$ cat src/rtl/div_ctrl_if.sv
// Control-side bus of the divider sequencer.
//   start/dividend/divisor : request from the datapath (master drives)
//   busy/done/z_out/div_zero: status and result back to the control unit (slave drives)
interface div_ctrl_if;
  logic        start;
  logic [31:0] dividend;
  logic [31:0] divisor;
  logic        busy;
  logic        done;
  logic [63:0] z_out;
  logic        div_zero;

  modport master (
    output start, dividend, divisor,
    input  busy, done, z_out, div_zero
  );

  modport slave (
    input  start, dividend, divisor,
    output busy, done, z_out, div_zero
  );
endinterface

$ cat src/rtl/div_ctrl.sv
// Sequencer between the datapath and the 32-cycle non-restoring divider.
// Latches the operands on an accepted start, holds the divider in clear for one
// cycle with the operands stable, counts LATENCY run cycles, then captures
// {remainder, quotient} into z_out and pulses done.
//
// Ports:
//   clk, resetn     : clock (rising edge), asynchronous active-low reset
//   bus (slave)     : start/dividend/divisor in; busy/done/z_out/div_zero out
//   div_resetn      : synchronous active-low clear to the divider
//   div_q, div_m    : latched dividend / divisor to the divider
//   div_quotient,
//   div_remainder   : divider results
//
// Build option: define DIV_CTRL_DZ_TRAP_EN to short-circuit a zero divisor
// straight to DONE with z_out = {dividend, 32'hFFFF_FFFF}.
module div_ctrl #(
  parameter int unsigned LATENCY = 34,
  parameter int unsigned CNT_W   = 6
) (
  input  logic        clk,
  input  logic        resetn,
  div_ctrl_if.slave   bus,
  output logic        div_resetn,
  output logic [31:0] div_q,
  output logic [31:0] div_m,
  input  logic [31:0] div_quotient,
  input  logic [31:0] div_remainder
);

  localparam logic [1:0] StIdle = 2'd0;
  localparam logic [1:0] StClr  = 2'd1;
  localparam logic [1:0] StRun  = 2'd2;
  localparam logic [1:0] StDone = 2'd3;

  localparam logic [CNT_W-1:0] CntLast = CNT_W'(LATENCY - 1);
  localparam logic [CNT_W-1:0] CntMax  = '1;

  logic [1:0]       state_q, state_d;
  logic [CNT_W-1:0] cnt_q;
  logic [63:0]      z_q;
  logic             dz_q;
  logic [31:0]      q_q, m_q;
  logic             accept;
  logic             dz_trap;
  logic             run_last;

  // A new request is only taken when no operation is in flight.
  assign accept   = bus.start && ((state_q == StIdle) || (state_q == StDone));
  assign run_last = (state_q == StRun) && (cnt_q == CntLast);

`ifdef DIV_CTRL_DZ_TRAP_EN
  assign dz_trap = accept && (bus.divisor == 32'd0);
`else
  assign dz_trap = 1'b0;
`endif

  always_comb begin
    state_d = state_q;
    unique case (state_q)
      StIdle, StDone: begin
        if (accept) begin
          state_d = dz_trap ? StDone : StClr;
        end else begin
          state_d = StIdle;
        end
      end
      StClr:   state_d = StRun;
      StRun:   if (cnt_q == CntLast) state_d = StDone;
      default: state_d = StIdle;
    endcase
  end

  always_ff @(posedge clk or negedge resetn) begin
    if (!resetn) begin
      state_q <= StIdle;
      cnt_q   <= '0;
      z_q     <= '0;
      dz_q    <= 1'b0;
      q_q     <= '0;
      m_q     <= '0;
    end else begin
      state_q <= state_d;

      if (accept) begin
        q_q  <= bus.dividend;
        m_q  <= bus.divisor;
        dz_q <= 1'b0;
      end

      if (dz_trap) begin
        z_q  <= {bus.dividend, 32'hFFFF_FFFF};
        dz_q <= 1'b1;
      end

      if (state_q == StClr) begin
        cnt_q <= '0;
      end else if ((state_q == StRun) && (cnt_q != CntMax)) begin
        cnt_q <= cnt_q + CNT_W'(1);
      end

      if (run_last) begin
        z_q  <= {div_remainder, div_quotient};
        dz_q <= (m_q == 32'd0);
      end
    end
  end

  // The divider only runs in RUN; CLR gives it a clear with operands already stable.
  assign div_resetn   = (state_q == StRun);
  assign div_q        = q_q;
  assign div_m        = m_q;
  assign bus.busy     = (state_q == StClr) || (state_q == StRun);
  assign bus.done     = (state_q == StDone);
  assign bus.z_out    = z_q;
  assign bus.div_zero = dz_q;

endmodule

$ cat src/flat_wrapper.sv
// flat-port wrapper written by rule: the top's interface ports become plain ports
module div_ctrl_flat 
#(
  parameter int unsigned LATENCY = 34,
  parameter int unsigned CNT_W   = 6
)
  (clk, resetn, div_resetn, div_q, div_m, div_quotient, div_remainder, bus_start, bus_dividend, bus_divisor, bus_busy, bus_done, bus_z_out, bus_div_zero);
  div_ctrl_if bus_i ();
  input  logic clk;
  input  logic resetn;
  output logic div_resetn;
  output logic [31:0] div_q;
  output logic [31:0] div_m;
  input  logic [31:0] div_quotient;
  input  logic [31:0] div_remainder;
  input wire logic [$bits(bus_i.start)-1:0] bus_start;
  input wire logic [$bits(bus_i.dividend)-1:0] bus_dividend;
  input wire logic [$bits(bus_i.divisor)-1:0] bus_divisor;
  output wire logic [$bits(bus_i.busy)-1:0] bus_busy;
  output wire logic [$bits(bus_i.done)-1:0] bus_done;
  output wire logic [$bits(bus_i.z_out)-1:0] bus_z_out;
  output wire logic [$bits(bus_i.div_zero)-1:0] bus_div_zero;
  assign bus_i.start = bus_start;
  assign bus_i.dividend = bus_dividend;
  assign bus_i.divisor = bus_divisor;
  assign bus_busy = bus_i.busy;
  assign bus_done = bus_i.done;
  assign bus_z_out = bus_i.z_out;
  assign bus_div_zero = bus_i.div_zero;
  div_ctrl #(.LATENCY(LATENCY), .CNT_W(CNT_W)) u_core (.clk(clk), .resetn(resetn), .bus(bus_i), .div_resetn(div_resetn), .div_q(div_q), .div_m(div_m), .div_quotient(div_quotient), .div_remainder(div_remainder));
endmodule
$ cat config.mk
export PLATFORM = sky130hd
export DESIGN_NAME = div_ctrl_flat
export DESIGN_NICKNAME = d
export VERILOG_FILES = /design/src/rtl/div_ctrl_if.sv /design/src/rtl/div_ctrl.sv /design/src/flat_wrapper.sv
export SDC_FILE = /design/constraint.sdc
export NUM_CORES = 1
export LEC_CHECK = 0
export ABC_AREA = 1
export BUFFER_PORTS_ARGS = -buffer_cell sky130_fd_sc_hd__buf_2
export CORE_MARGIN = 10
export CORE_UTILIZATION = 42
export DETAILED_ROUTE_END_ITERATION = 10
export GPL_TIMING_DRIVEN = 0
export HOLD_SLACK_MARGIN = 0.02
export PLACE_DENSITY = 0.77
export REMOVE_ABC_BUFFERS = 1
export SETUP_SLACK_MARGIN = 0.02
export SLEW_MARGIN = 5
export SYNTH_ARGS = -nofsm -noshare
export SYNTH_HDL_FRONTEND = slang
export SYNTH_SLANG_ARGS = --single-unit
$ cat constraint.sdc
create_clock -name clk -period 1.5 [get_ports clk]
set_input_delay 0.3 -clock clk [delete_from_list [all_inputs] [get_ports clk]]
set_output_delay 0.3 -clock clk [all_outputs]
set_load 0.1 [all_outputs]
After elaboration in Yosys (flattened, before gate mapping)
Cells that the tools add are included.
- word-level logic and storage cells: 30
- output and inout bits: 132
- bits of input ports: 131
- register bits after elaboration: 137
- eq/ne operators: 6
- muxes and demuxes: 7
- add/subtract/negate cells: 1
- reductions and logical operators: 10
- operators by type and width (operator ; number):
    $logic_not 32->1 ; 1
    $mux 6 ; 2
    $add 6x1->6 const B ; 1
    $eq 6x6->1 const B ; 1
    $ne 6x6->1 const B ; 1
    $pmux 2 s3 ; 1
    $eq 2x2->1 const B ; 2
    $reduce_bool 2->1 ; 2
    $logic_and 1x1->1 ; 3
    $mux 1 ; 3
    $eq 2x1->1 const B ; 1
    $logic_not 2->1 ; 1
    $logic_or 1x1->1 ; 2
    $mux 2 ; 1
    $ne 2x1->1 const B ; 1
    $reduce_or 2->1 ; 1

Depth between registers and ports, before layout
Gate-level depths: netlist (run 1).
- depth after elaboration: 5
- gate-level depth with buffers: 9
- gate-level depth less buffers: 8

Least setup slack after synthesis (run 1)
Ideal clock, no wire load.
- path kind: flip-flop to flip-flop
- start point: register u_core.state_q[0]
- end point: register u_core.z_q[13], in the netlist u_core.bus.z_out[13]
- period minus slack after synthesis: 2149 ps
- arrival: 2027 ps
- required time: 1378 ps
- setup time: 122 ps
- slack: -649 ps
- cell stages (with the launch flop): 10
- path buffers: 2
- path through: dfrtp_1 -> inv_1 -> ha_1 -> inv_2 -> nor2_2 -> inv_2 -> buf_6 -> buf_6 -> nand2_1 -> nand2_1
- cells in the longest elaborated chain, start to end: 2
- ends and longest elaborated chain (what ; RTL line ; source):
    start: declaration ; div_ctrl.sv:38 ; logic [1:0] state_q, state_d;
    start signal: assignment ; div_ctrl.sv:75 ; state_q <= StIdle;
    start signal: assignment ; div_ctrl.sv:82 ; state_q <= state_d;
    $eq 2x2->1 ; -- ;
    net div_resetn ; flat_wrapper.sv:11 ; output logic div_resetn;
    $logic_and 1x1->1 ; div_ctrl.sv:49 ; assign run_last = (state_q == StRun) && (cnt_q == CntLast);
    end signal: assignment ; div_ctrl.sv:91 ; z_q <= {bus.dividend, 32'hFFFF_FFFF};
    end signal: assignment ; div_ctrl.sv:102 ; z_q <= {div_remainder, div_quotient};
    end: declaration ; div_ctrl.sv:40 ; logic [63:0] z_q;
The timed path passes the listed nets, and every way through them passes these cells.
A chain may end at the register's enable or synchronous reset.

Final worst setup path (run 1)
- start point: register u_core.state_q[0]
- end point: output bus_busy
- cells in the longest elaborated chain, start to end: 2
- elaborated cells on any way between the ends: 3
- classes of those cells: eq/ne (2); reduce/logical (1)
- ends and longest elaborated chain (what ; RTL line ; source):
    $eq 2x1->1 / $eq 2x2->1 (equally long branches) ; div_ctrl.sv:112 ; assign bus.busy = (state_q == StClr) || (state_q == StRun);
    $logic_or 1x1->1 (*) ; div_ctrl.sv:112 ;
    end: declaration ; flat_wrapper.sv:19 ; output wire logic [$bits(bus_i.busy)-1:0] bus_busy;
Mark *: on every way between the ends. The rest lies on a longest branch, timed or not.

==> results.yml, run 1 <==
synthesis:
  synth_xor_area_share_pct: 0.1592
  ys_ff_latch: 137
  syn_area_mm2: 0.005502
  synth_seq_area_share_pct: 62.32
  synth_simple_gate_area_share_pct: 31.48
  yosys_warnings: 0
  synth_compound_area_share_pct: 0.5686
  synth-adder-area-share_pct: 1.137
  ys_types: 18
  syn_avg_cell_area_um2: 8.543
  syn_inst: 644
  synth_mux_area_share_pct: 0
  synth_top_family_by_area: "simple AND/OR/NAND/NOR gates"
critical_path:
  worstSetupStartpointType: "flip-flop"
  endpoint_kind: "output pin"
  crit_fanout: 3
  rrSetupSlack_ns: -0.15
  crit_arrival_ns: 1.37
  crit_type: "flip-flop to output pin"
  crit_required_ns: 1.20
floorplan:
  fp-row-count: 41
  core-area_mm2: 0.01272
  start_util_pct: 43.24
  dieWidth_um: 134.5
  io_pins: 263
  dieArea_mm2: 0.01808
  die_y_um: 134.5
route:
  drtIter0Drc: 339
  vias_per_cell: 4.848
  route.detailed.drc: 0
  firstDrtPassIters: 6
  totalWireLength_mm: 21.88
  wl_per_cell_um: 19.19
  vias: 5527
  ant_nets: 0
global_route:
  grt_pass1_vias: 5484
  grt_max_degree: 75
  grt_pass1_wl_mm: 29.06
  grt_usage_pct: 20.44
  antenna_found_initial: 3
  gr-total-overflow: 0
sta:
  drv_slew: 0
  rsz0062_at_grt: "yes"
  worstMarginPinSlew_ns: 0.6155
  slew_headroom_pct: 58.97
  setup_ws_ns: -0.1669
  setup-violations-final: 94
  fin_crit_ns: 1.667
  fmax_ghz: 0.5999
  fin_crit_sh_pct: 111.1
  hold_viol_final: 0
  skew_ns: 0.007898
finish:
  area_growth_pct: 69.62
  final_cell_area_mm2: 0.009331
  layout-drive-gt1-share_pct: 50.21
  finalNetCount: 1089
placed_design:
  port_buffers: 262
  place_area_mm2: 0.006915
  routabilityCongestion: 0.8239
  hpwl_mm: 12.06
clocking:
  cts_tree: "built"
  cts_root_buf: "clkbuf_16"
  numClockSinks: 137
  cts_buffers: 17
  cts_buffer_depth: 2
  clkTransAtPathRegs_ns: 0.06
  clock_latency_ns: 0.42
  ctsHtreeMaxLevel: 4
worst_hold_path:
  hp-class: "input pin to flip-flop"
outcome:
  status: "finished, violations left"
  violations: "setup timing"
job:
  drv_cap: 0
worst paths after layout:
path,start,depth (start not counted),end
setup / recovery,u_core.state_q[0]$_DFFE_PN0P_,4,bus_busy
hold / removal,bus_divisor[7],3,u_core.div_m[7]$_DFFE_PN0P_
setup reg to reg,u_core.state_q[0]$_DFFE_PN0P_,9,u_core.div_m[5]$_DFFE_PN0P_
hold reg to reg,u_core.bus.z_out[48]$_DFFE_PN0P_,2,u_core.bus.z_out[48]$_DFFE_PN0P_
max in group asynchronous,resetn,3,u_core.div_q[3]$_DFFE_PN0P_
min in group asynchronous,resetn,2,u_core.div_q[8]$_DFFE_PN0P_
cells in the mapped netlist:
cell,number,area (um2)
buf_1,3,11.26
buf_2,2,10.01
inv_2,4,15.01
buf_6,12,135.1
o21ai_0,3,15.01
nor2_1,29,108.9
ha_1,5,62.56
nand4_1,2,12.51
xor2_1,1,8.760
dfrtp_1,137,3428
nand2_1,415,1558
nand3_1,8,40.04
clkbuf_1,10,37.54
a21oi_1,1,5.000
nor2_2,2,12.51
o21ai_1,1,5.000
inv_1,8,30.03
a31oi_1,1,6.260
per-layer routing:
layer | share of wire (%) | wire [um] | vias to the layer above | GRT usage, %
met2 | 53 | 11540 | 210 | 35.81
met1 | 37 | 8199 | 2688 | 22.03
li1 | - | - | 2580 | -
met4 | 3.0 | 646 | 2 | 8.646
met5 | 0.082 | 18 | - | 0
met3 | 6.7 | 1475 | 47 | 6.936
stage by stage:
stage / TNS [ns] / std cells / hold slack, ns / util, % / setup WS [ns]
after floorplan: -232.97 / 617 / 0.004409 / - / -2.327
after global placement: -606.40 / 1051 / 0.4493 / 53.72 / -3.124
after detailed placement: -117.49 / 1054 / 0.3214 / 54.36 / -1.136
after CTS: -1.336 / 1105 / 0.05680 / 64.62 / -0.1708
after global routing: -13.60 / 1140 / 0.06560 / 73.35 / -0.2126
final: -7.829 / 1140 / 0.07169 / 73.35 / -0.1669
worst max-delay path: stages, from the launching register on:
cell,delay (ns)
dfrtp_1,0.41
inv_2,0.10
ha_4,0.22
inv_4,0.06
buf_12,0.16
final cells by class:
| class | instances | area [um2] |
|---|---|---|
| flip-flops and latches | 137 | 3431 |
| fillers | 889 | 3391 |
| multi-input cells | 470 | 2446 |
| repair buffers | 303 | 2346 |
| clock buffers | 18 | 439.2 |
| repair inverters | 12 | 219.0 |
| well taps | 172 | 215.2 |
| clock inverters | 14 | 125.1 |
| inverters | 12 | 105.1 |
| diodes | 2 | 5.005 |
cells by family after synthesis:
family | count (synthesis)
AO/OA/AOI/OAI | 6
XOR/XNOR | 1
adder cells (fa/ha/maj) | 5
buffers and inverters | 39
flip-flops | 137
AND/OR/NAND/NOR | 456
registers in the layout (all words and copies together), names as in the netlist:
signal and count:
u_core.state_q 2, u_core.div_m 32, u_core.bus.div_zero 1, u_core.bus.z_out 64, u_core.cnt_q 6, u_core.div_q 32
timing repair:
action / in CTS / in global routing
setup endpoints to repair: 264 / 138
hold endpoints to repair: 63 / 0
pin swaps: 5 / 31
hold buffers: 1 / 0
resized for setup: 173 / 205
setup buffers: 11 / 20
cloned: 7 / 15
layout by cell type, fill, tap and decap left out, types with 7 or more instances in the layout:
cell        synthesis  final
nand2_2             0     73
buf_4               0    141
clkinvlp_4          0      9
buf_2               2    129
buf_6              12      7
nor2_1             29     27
nand2_1           415    297
buf_12              0     17
nand2_4             0     45
dfrtp_1           137    135
clkbuf_16           0     20
Power of run 1 is left out: the tool's default activity adds up to more than one toggle a clock period on the data nets, which glitch-free logic cannot reach.
==> run 2: changes to the inputs <==
BUFFER_PORTS_ARGS = unset   (was -buffer_cell sky130_fd_sc_hd__buf_2)
CORE_ASPECT_RATIO = 0.75   (was unset)
CORE_UTILIZATION = 45   (was 42)
DONT_BUFFER_PORTS = 1   (was unset)
PLACE_DENSITY = unset   (was 0.77)
TNS_END_PERCENT = 10   (was unset)
==> run 2 against run 1 <==
The flow finishes with violations (hold timing, setup timing); wire length down 14%; final cell count down 15%; non-clock buffer count down 153; via count down 12%; clock skew about the same; clock-buffer cell count up 1; largest cell class unchanged.
==> results.yml, run 2 (synthesis gave the netlist of run 1 again) <==
outcome:
  status: "finished, violations left"
  violations: "hold timing, setup timing"
clocking:
  cts_tree: "built"
  cts_buffer_depth: 2
  numClockSinks: 137
  clock_latency_ns: 0.41
  cts_root_buf: "clkbuf_16"
  cts_buffers: 17
  clkTransAtPathRegs_ns: 0.06
  ctsHtreeMaxLevel: 4
  hold_buffers: 128
job:
  drv_cap: 0
route:
  vias_per_cell: 4.989
  ant_nets: 0
  firstDrtPassIters: 5
  route.detailed.drc: 0
  totalWireLength_mm: 18.92
  wl_per_cell_um: 19.46
  drtIter0Drc: 481
  vias: 4849
critical_path:
  crit_fanout: 3
  reg2reg_from: "u_core.state_q[0]$_DFFE_PN0P_"
  crit_arrival_ns: 1.54
  worstSetupStartpointType: "flip-flop"
  rrSetupSlack_ns: -0.23
  crit_type: "flip-flop to output pin"
  crit_required_ns: 1.20
  endpoint_kind: "output pin"
  startpoint: "u_core.state_q[1]$_DFFE_PN0P_"
sta:
  setup_tns_ns: -12.36
  fin_crit_ns: 1.839
  whs_ns: -0.4144
  setup_ws_ns: -0.3388
  slew_headroom_pct: 62.81
  rsz0062_at_grt: "yes"
  skew_ns: 0.007885
  fin_crit_sh_pct: 122.6
  drv_slew: 0
  worstMarginPinSlew_ns: 0.5579
  fmax_ghz: 0.5438
  setup-violations-final: 73
  hold_viol_final: 137
floorplan:
  io_pins: 263
  dieArea_mm2: 0.01709
  dieWidth_um: 147.7
  fp-row-count: 34
  die_y_um: 115.8
  core-area_mm2: 0.01178
  start_util_pct: 46.69
worst_hold_path:
  hp-class: "input pin to asynchronous set/reset pin"
global_route:
  grt_max_degree: 138
  grt_pass1_wl_mm: 28.50
  gr-total-overflow: 0
  antenna_found_initial: 1
  grt_usage_pct: 21.15
  grt_pass1_vias: 5245
finish:
  largest_reg_flops: 64
  area_growth_pct: 50.10
  final_cell_mix: "nand2_1, dfrtp_2, dlygate4sd3_1, nand2_2, nor2_1"
  finalNetCount: 930
  n_fill_cell: 856
  layout-drive-gt1-share_pct: 30.61
  register_area_mm2: 0.003590
  multi_input_area_mm2: 0.002047
  final_common_cell: "nand2_1"
placed_design:
  hpwl_mm: 10.62
  routabilityCongestion: 0.8133
  port_buffers: 0
-- run 2: critical path, cell delays in order, from the launching register on --
cell and delay [ns]:
dfrtp_1 0.41, ha_4 0.30, clkinvlp_4 0.43
-- run 2: path summary, 6_finish.rpt --
path | to | cells past startpoint
setup / recovery | bus_busy | 2
hold / removal | u_core.div_q[30]$_DFFE_PN0P_ | 0
setup reg to reg | u_core.bus.z_out[5]$_DFFE_PN0P_ | 9
hold reg to reg | u_core.cnt_q[2]$_DFFE_PN0P_ | 2
max in group asynchronous | u_core.bus.z_out[3]$_DFFE_PN0P_ | 0
min in group clk | u_core.div_q[0]$_DFFE_PN0P_ | 3
-- run 2: final cells by class --
class / instances / share of cell area, %
inverter: 12 / 0.9697
tap: 162 / 2.455
timing repair buffer: 150 / 19.53
clock inverter: 13 / 2.061
timing repair inverter: 7 / 1.394
clock buffer: 19 / 5.242
antenna: 3 / 0.09091
multi-input combinational: 469 / 24.79
sequential: 137 / 43.47
-- run 2: per-layer routing --
metal / vias to the layer above / track usage (%) / routed length [um]
met3: 49 / 7.830 / 1702
met5: - / 0 / 0
li1: 2258 / - / -
met4: 0 / 11.07 / 585
met2: 224 / 35.49 / 9609
met1: 2318 / 23.38 / 7022
-- run 2: timing repair --
item	in CTS	in global routing
gates resized for setup	189	40
pin swaps	24	29
setup endpoints to repair	269	138
hold endpoints to repair	265	137
setup buffers	7	11
cloned	9	1
-- run 2: through the flow --
stage               utilization, %  hold slack (ns)  cells  area, um2  setup WS, ns
floorplan                        -         0.004409    617       5308        -2.327
global placement             46.76         0.008262    779       5510        -3.526
detailed placement           47.17         0.007654    781       5558        -1.622
CTS                          67.65          -0.4368    957       7971       -0.3672
global route                 70.04          -0.4359    970       8253       -0.4072
finish                       70.08          -0.4144    972       8258       -0.3388
Power of run 2 is left out for the same reason.
